File: config.mk
export PLATFORM = sky130hd
export DESIGN_NAME = gcn_argmax_reader
export DESIGN_NICKNAME = d
export VERILOG_FILES = /design/src/rtl/gcn_pkg.sv /design/src/rtl/argmax_unit.sv /design/src/rtl/gcn_argmax_reader.sv
export SDC_FILE = /design/constraint.sdc
export NUM_CORES = 1
export LEC_CHECK = 0
export ABC_CLOCK_PERIOD_IN_PS = 2050
export BUFFER_PORTS_ARGS = -buffer_cell sky130_fd_sc_hd__buf_2
export CORE_AREA = 2 2 63 65
export DETAILED_ROUTE_END_ITERATION = 6
export DIE_AREA = 0 0 65 67
export GPL_TIMING_DRIVEN = 0
export HOLD_SLACK_MARGIN = 0.1
export PLACE_DENSITY = 0.84
export SLEW_MARGIN = 20
export SYNTH_ARGS = -nofsm -noshare
export SYNTH_HDL_FRONTEND = slang
export SYNTH_SLANG_ARGS = --single-unit
File: constraint.sdc
create_clock -name clk -period 2.05 [get_ports clk]
set_input_delay 0.205 -clock clk [delete_from_list [all_inputs] [get_ports clk]]
set_output_delay 0.205 -clock clk [all_outputs]
set_load 0.05 [all_outputs]
File: src/rtl/gcn_pkg.sv
// Shared types and sizing for the GCN argmax read-out stage.
// Build option ARGMAX_PIPE_EN (see gcn_argmax_reader) does not change anything in this package.
package gcn_pkg;

   localparam int FEATURE_ROWS          = 6;
   localparam int WEIGHT_COLS           = 3;
   localparam int DOT_PROD_WIDTH        = 16;
   localparam int COUNTER_FEATURE_WIDTH = $clog2(FEATURE_ROWS);
   localparam int MAX_ADDRESS_WIDTH     = 2;

   typedef logic [DOT_PROD_WIDTH-1:0]        dot_t;
   typedef logic [COUNTER_FEATURE_WIDTH-1:0] row_idx_t;
   typedef logic [MAX_ADDRESS_WIDTH-1:0]     cls_idx_t;

   typedef enum logic [1:0] {
      IDLE,
      READ,
      DONE
   } rd_state_t;

endpackage

File: src/rtl/argmax_unit.sv
// Combinational argmax over one row of class scores.
// Scores are unsigned; ties go to the lowest index, so an all-equal row yields 0.
module argmax_unit
   import gcn_pkg::*;
(
   input  logic [WEIGHT_COLS-1:0][DOT_PROD_WIDTH-1:0] scores_i,
   output cls_idx_t                                   idx_o
);

   dot_t best;

   // NOTE: blocking assignments are intended here; the running maximum must update
   // within the same loop pass so that each comparison sees the previous winner.
   always_comb begin
      best  = scores_i[0];
      idx_o = '0;
      for (int c = 1; c < WEIGHT_COLS; c++) begin
         if (scores_i[c] > best) begin
            best  = scores_i[c];
            idx_o = cls_idx_t'(c);
         end
      end
   end

endmodule

File: src/rtl/gcn_argmax_reader.sv
// Walks the FM*WM*ADJ result memory row by row and stores the argmax class of every node.
// Defining ARGMAX_PIPE_EN inserts one register stage between the memory and the comparator.
module gcn_argmax_reader
   import gcn_pkg::*;
(
   input  logic                                            clk,
   input  logic                                            reset,
   input  logic                                            ADJ_fm_wm_done,
   input  logic [WEIGHT_COLS-1:0][DOT_PROD_WIDTH-1:0]      fm_wm_adj_row_mem_out,
   output logic [COUNTER_FEATURE_WIDTH-1:0]                read_MAX_adj_row,
   output logic [FEATURE_ROWS-1:0][MAX_ADDRESS_WIDTH-1:0]  max_addi_answer,
   output logic                                            done
);

   rd_state_t state_q, state_d;
   row_idx_t  row_q, row_d;
   logic      done_q, done_d;
   logic [FEATURE_ROWS-1:0][MAX_ADDRESS_WIDTH-1:0] ans_q, ans_d;

   logic      rd_fire;
   logic      wr_en;
   row_idx_t  wr_row;
   cls_idx_t  wr_cls;
   logic      drain_pending;
   logic [WEIGHT_COLS-1:0][DOT_PROD_WIDTH-1:0] cmp_data;

`ifdef ARGMAX_PIPE_EN
   logic      pipe_vld_q;
   row_idx_t  pipe_row_q;
   logic [WEIGHT_COLS-1:0][DOT_PROD_WIDTH-1:0] pipe_data_q;

   // The valid bit follows rd_fire, so an abort in READ drops it on the same edge.
   always_ff @(posedge clk or negedge reset) begin
      if (!reset) begin
         pipe_vld_q  <= 1'b0;
         pipe_row_q  <= '0;
         pipe_data_q <= '0;
      end else begin
         pipe_vld_q <= rd_fire;
         if (rd_fire) begin
            pipe_row_q  <= row_q;
            pipe_data_q <= fm_wm_adj_row_mem_out;
         end
      end
   end

   assign cmp_data      = pipe_data_q;
   assign wr_en         = pipe_vld_q;
   assign wr_row        = pipe_row_q;
   assign drain_pending = pipe_vld_q;
`else
   assign cmp_data      = fm_wm_adj_row_mem_out;
   assign wr_en         = rd_fire;
   assign wr_row        = row_q;
   assign drain_pending = 1'b0;
`endif

   argmax_unit u_argmax (
      .scores_i (cmp_data),
      .idx_o    (wr_cls)
   );

   // Row counter is parked at 0 outside READ so the address output needs no extra mux.
   always_comb begin
      state_d = state_q;
      row_d   = row_q;
      done_d  = done_q;
      rd_fire = 1'b0;
      case (state_q)
         IDLE: begin
            row_d  = '0;
            done_d = 1'b0;
            if (ADJ_fm_wm_done) state_d = READ;
         end
         READ: begin
            if (!ADJ_fm_wm_done) begin
               state_d = IDLE;
               row_d   = '0;
            end else begin
               rd_fire = 1'b1;
               if (row_q == row_idx_t'(FEATURE_ROWS-1)) begin
                  state_d = DONE;
                  row_d   = '0;
               end else begin
                  row_d = row_q + 1'b1;
               end
            end
         end
         DONE: begin
            if (!ADJ_fm_wm_done) begin
               state_d = IDLE;
               done_d  = 1'b0;
            end else if (!drain_pending) begin
               done_d = 1'b1;
            end
         end
         default: begin
            state_d = IDLE;
            row_d   = '0;
            done_d  = 1'b0;
         end
      endcase
   end

   always_comb begin
      ans_d = ans_q;
      if (wr_en) ans_d[wr_row] = wr_cls;
   end

   // NOTE: the answer file is a handful of flops that must read 0 straight out of
   // reset, so it is reset like the control state rather than left uninitialised.
   always_ff @(posedge clk or negedge reset) begin
      if (!reset) begin
         state_q <= IDLE;
         row_q   <= '0;
         done_q  <= 1'b0;
         ans_q   <= '0;
      end else begin
         state_q <= state_d;
         row_q   <= row_d;
         done_q  <= done_d;
         ans_q   <= ans_d;
      end
   end

   assign read_MAX_adj_row = row_q;
   assign max_addi_answer  = ans_q;
   assign done             = done_q;

endmodule

; Word level (Yosys, flattened, before mapping)
; Cells that the tools add are included.
[totals]
regBits = 18
latch_bits = 0
ramBits = 0
romBits = 0
input_bits = 51
output_inout_bits = 16
word_cells = 40
memories = 0
[classes]
addsub = 1
multipliers = 0
div = 0
n_lt_le_gt_ge = 4
n_eq_ne = 6
n_shift = 0
n_mux = 17
n_bitwise = 0
reduce_logical = 3
[ops]
columns = op, count
row1 = $gt A16 B16 Y1, 2
row2 = $mux W16, 1
row3 = $bwmux W12, 1
row4 = $mux W2, 6
row5 = $demux W2 S3, 1
row6 = $mux W3, 2
row7 = $pmux W2 S3, 1
row8 = $pmux W3 S2, 1
row9 = $lt A3 B4 Y1 const B, 1
row10 = $ne A2 B2 Y1 const B, 2
row11 = $add A3 B1 Y3 const B, 1
row12 = $eq A3 B3 Y1 const B, 1
row13 = $ge A3 B1 Y1 const B, 1
row14 = $mux W1, 3
row15 = $ne A3 B3 Y1 const B, 1
row16 = $reduce_and A3 Y1, 1
row17 = $eq A2 B1 Y1 const B, 1
row18 = $eq A2 B2 Y1 const B, 1
row19 = $logic_not A2 Y1, 1
row20 = $pmux W1 S2, 1
row21 = $logic_and A1 B1 Y1, 1

; Logic depth before layout (Yosys ltp)
[logic_depth]
ltp_word = 5
mapped_depth = 15
ltp_nobuf = 13

; Modules after synthesis
; From an unflattened synthesis, not the netlist that was laid out.
[unflattened]
hier_cells = 242
area_unflattened_um2 = 2083.2
[modules_own_cells]
columns = mod, n_inst, cells_each, area_per_inst_um2, seq_area_each_um2
row1 = argmax_unit, 1, 190, 1357.6, 0.0
row2 = gcn_argmax_reader, 1, 52, 725.7, 450.4

; Least setup slack after synthesis
; OpenSTA, ideal clock, no wires.
[synth_path]
path_type = in2reg
startpoint = input port fm_wm_adj_row_mem_out[14] (netlist name)
endpoint = register ans_q (netlist bit max_addi_answer[7])
arrival_time_ns = 3.273
slack_ns = -1.348
cell_stages = 15
path_buffers = 2
path_cell_list = inv_1 > ha_1 > a21oi_1 > nand2_1 > a221o_1 > o31ai_4 > buf_6 > mux2i_1 > ha_1 > a21oi_1 > o21ai_0 > a221o_1 > o31a_1 > buf_6 > mux2_2
[synth_between]
elab_chain_cells = 5
[synth_lines]
columns = item, line_no
row1 = start: declaration, gcn_argmax_reader.sv:9  ; input logic [WEIGHT_COLS-1:0][DOT_PROD_WIDTH-1:0] fm_wm_adj_row_mem_out,
row2 = $gt A16 B16 Y1, argmax_unit.sv:18  ; if (scores_i[c] > best) begin
row3 = $mux W16 *, argmax_unit.sv:18
row4 = $gt A16 B16 Y1 *, argmax_unit.sv:18
row5 = $mux W2 *, argmax_unit.sv:18
row6 = $bwmux W12 *, gcn_argmax_reader.sv:107  ; if (wr_en) ans_d[wr_row] = wr_cls;
row7 = end signal: assignment, gcn_argmax_reader.sv:122  ; ans_q <= ans_d;
row8 = end: declaration, gcn_argmax_reader.sv:18  ; logic [FEATURE_ROWS-1:0][MAX_ADDRESS_WIDTH-1:0] ans_q, ans_d;
; Every way passes the cells marked *; elsewhere a longest branch is shown, timed or not.
; A chain may end at the register's enable or synchronous reset.

; Worst setup path in the final report
[layout_path]
startpoint = input port fm_wm_adj_row_mem_out[14] (netlist name)
endpoint = register ans_q (netlist bit max_addi_answer[11])
; Same word-level chain as after synthesis.

==> results.md <==
* Cell Area, Synth at 1709 µm²
* Clk sinks at 18
* RSZ-0062 raised after global routing: true
* Initial antenna violation count at 0
* 1st-pass router iterations at 4
* Arr. time, crit path at 3.52 ns
* Routed WL at 4309 µm
* CTS tree: built
* # DRC at 0
* H-tree levels at 1
* Max cap viols at 0
* Seq pwr share at 0.295
* Fmax at 0.2958 GHz
* Max transition margin at 0.6303
* Post-synth EDFFs at 0
* Post-DRT Antenna Nets at 0
* Power Density at 539.2 nW/µm²
* Slew Viols, Final at 0
* Hold violation count in the final report at 0
* Die area at 4355 µm²
* P&R area growth vs syn at 51.76%
* Post-place setup slack at -1.631 ns
* Synth Area per Inst at 9.602 µm²
* Vias in the first global route at 1627
* Post-synth net total at 261
* Clock buffer depth at 2
* Skew final at 0.003474 ns
* Startpoint types: input pin
* # diodes at 0
* Critical path cell sequence: buf_8 -> inv_4 -> ha_4 -> nand4_4 -> buf_6 -> nor4_4 -> a21boi_2 -> o31a_1 -> buf_6 -> mux2i_1 -> ha_1 -> nand4_1 -> nor2_1 -> a221o_1 -> o31a_1 -> buf_4 -> mux2_4
* Switching power at 530.6 µW
* Largest net degree at the start of global routing at 19
* Power Internal at 867.9 µW
* Reg2reg start: state_q[1]$_DFFE_PN0P_
* Setup ws final at -1.331 ns
* Hold crit path type: in2reg
* Seq/Total Area, Yosys at 0.2635
* DRT iter0 DRCs at 97
* Post-synth top area share at 0.2635
* Worst-margin pin slew at 0.5534 ns
* Placed Instances at 292
* Reg-to-reg endpoint: max_addi_answer[9]$_DFFE_PN0P_
* Hold path startpoint: ADJ_fm_wm_done
* Total number of vias at 1660
* Final Cycle Share at 1.649
* YS warnings at 0
* Metal2 WL at 2347 µm
* Clock power frac at 0.206
* Syn Inst Count at 178
* GP Congestion at 0.7618
* IO buf count at 66
* Final setup fails at 12
* Critical path class: in2reg
* CTS buffer count at 3
* # rows at 22
* Met3 Wirelength at 251 µm
* Switch share at 0.3794
* Primary FF master, synth: dfrtp_1
* Cell depth of the worst hold path at 3
* Total grt overflow at 0
* Crit path capture type: flip-flop
* Fin cells at 310
* GRT Resource Usage Total at 0.1922
* Most frequent cell after synthesis: ha_1
* Via-per-instance ratio at 5.355
* Critical path's slowest cell: a221o_1
* Comb pwr share at 0.499
* Yosys reg bits at 18
* Ports at 67
* Routed wire per std cell at 13.90 µm
* Worst stage delay on the critical path at 0.34 ns
* Synth top cells by count: 32 x ha_1, 26 x nand2_1, 18 x dfrtp_1, 17 x inv_1, 15 x mux2i_1
* Layout Nets at 346
* Met1 wire length at 1608 µm
* Final HPWL DP at 3268 µm
* Layout Utilization at 0.7193
* Starting Density at 0.4740
* Layout cells sized above 1 at 0.5000
* Worst Path Required at 2.19 ns
* Root buffer cell: clkbuf_8
* First-pass GRT wire length at 6458 µm
* Die H at 67 µm
* Die W at 65 µm
* Fin crit period at 3.381 ns
* CTS clk-pin slew, worst paths at 0.06 ns
* CP startpoint: fm_wm_adj_row_mem_out[14]
* FFs w/ async S/R, synth at 1.000
* Worst-case reg-to-reg path depth at 4
* Filler cells at 276
* Largest cells by area after synthesis: dfrtp_1 26%, ha_1 23%, mux2i_1 8.8%, nand2_1 5.7%, mux2_2 4.6%
* Core area at 3606 µm²
* Clk Latency, worst-skew pair at 0.26 ns
* Top cell type by total area after synthesis: dfrtp_1
* P_leak at 0.001351 µW
* Synth cell types at 32
* Uppermost layer routed: met4
* Critical path fanouts, max at 8
* VDD IR max at 355.3 µV
* Endpoint with the worst hold slack: done$_DFFE_PN0N_
* Outcome: complete, but fails checks
* Worst R2R Setup Slack at 0.31 ns
* Failing checks: setup timing
-- stage by stage --
| step | power, µW | hold slack [ns] | instance area [µm²] | TNS [ns] |
|---|---|---|---|---|
| floorplan | 826.8 | -0.09059 | 1798 | -12.15 |
| global placement | 979.6 | 0.1470 | 2188 | -18.03 |
| detailed placement | 997.5 | 0.1493 | 2188 | -18.99 |
| CTS | 1341 | 0.1987 | 2421 | -13.82 |
| global route | 1480 | 0.2295 | 2594 | -17.46 |
| finish | 1399 | 0.2060 | 2594 | -15.57 |
-- layout make-up --
| class | instances | area (µm²) | share of cell area |
|---|---|---|---|
| Clock buffer | 4 | 55.05 | 0.02123 |
| Timing Repair Buffer | 80 | 550.5 | 0.2123 |
| Tap cell | 48 | 60.06 | 0.02315 |
| Inverter | 17 | 81.33 | 0.03136 |
| Buffer | 3 | 33.78 | 0.01302 |
| Sequential cell | 18 | 450.4 | 0.1737 |
| Multi-Input combinational cell | 140 | 1363 | 0.5253 |
-- cell families after synthesis --
| kind of cell | count (synthesis) | synth area share |
|---|---|---|
| compound gates | 33 | 0.1545 |
| flops | 18 | 0.2635 |
| mux | 22 | 0.1340 |
| simple gates | 53 | 0.1567 |
| buf+inv | 20 | 0.05710 |
| fa+ha+maj | 32 | 0.2343 |
-- what timing repair did --
action / in CTS / in global routing
cloned: 1 / 0
hold buffers: 1 / 0
resized for setup: 18 / 34
hold endpoints to repair: 18 / 0
buffers inserted: 10 / 2
pin swaps: 17 / 18
setup endpoints to repair: 12 / 12
-- worst max-delay path: cells and delay by family --
kind                       cells  cell delay (ns)
buffers and inverters          5             0.55
muxes                          2             0.50
AOI/OAI and AO/OA              4             1.04
adders and majority gates      2             0.57
and+or+nand+nor                4             0.68
-- worst max path at each step --
stage                                            to  slack, ns  cells after the start
floorplan            max_addi_answer[7]$_DFFE_PN0P_      -1.09                     15
global placement     max_addi_answer[7]$_DFFE_PN0P_      -1.55                     16
detailed placement   max_addi_answer[7]$_DFFE_PN0P_      -1.63                     16
CTS                 max_addi_answer[11]$_DFFE_PN0P_      -1.18                     15
global route        max_addi_answer[11]$_DFFE_PN0P_      -1.49                     17
finish              max_addi_answer[11]$_DFFE_PN0P_      -1.33                     17
-- power groups by stage --
stage	Combinational [µW]	Sequential [µW]	Clock (µW)
floorplan	284	543	0
global placement	563	417	0
detailed placement	579	419	0
CTS	634	412	295
global route	752	418	309
finish	697	413	288
-- placed cells by master, fill, tap and decap left out, types with 2 or more instances in the layout --
| cell type | n |
|---|---|
| o31ai_2 | 4 |
| buf_4 | 11 |
| mux2i_2 | 2 |
| clkbuf_8 | 4 |
| nand2_1 | 25 |
| buf_2 | 51 |
| nor2_1 | 4 |
| mux2_4 | 3 |
| buf_6 | 15 |
| nor4_4 | 2 |
| nand4_1 | 5 |
| o31ai_4 | 3 |
| mux2i_1 | 13 |
| a21oi_1 | 10 |
| a21o_1 | 3 |
| ha_1 | 22 |
| a21oi_2 | 2 |
| inv_2 | 5 |
| mux2_2 | 4 |
| dfrtp_1 | 18 |
| o31a_1 | 2 |
| nand3_1 | 4 |
| a221o_1 | 2 |
| ha_4 | 10 |
| nor2b_1 | 5 |
| o21ai_1 | 3 |
| inv_4 | 4 |
| inv_1 | 7 |
| buf_8 | 4 |
-- registers in the layout, summed over array words and instances, names as in the netlist --
name,cells
done,1
max_addi_answer,12
read_MAX_adj_row,3
state_q,2
-- routing by layer --
metal	up-vias	global-route usage
met5	-	0
met4	0	0.07447
met3	10	0.02872
met2	64	0.3943
met1	776	0.1901
li1	810	-
(Power assumes the default switching activity.)
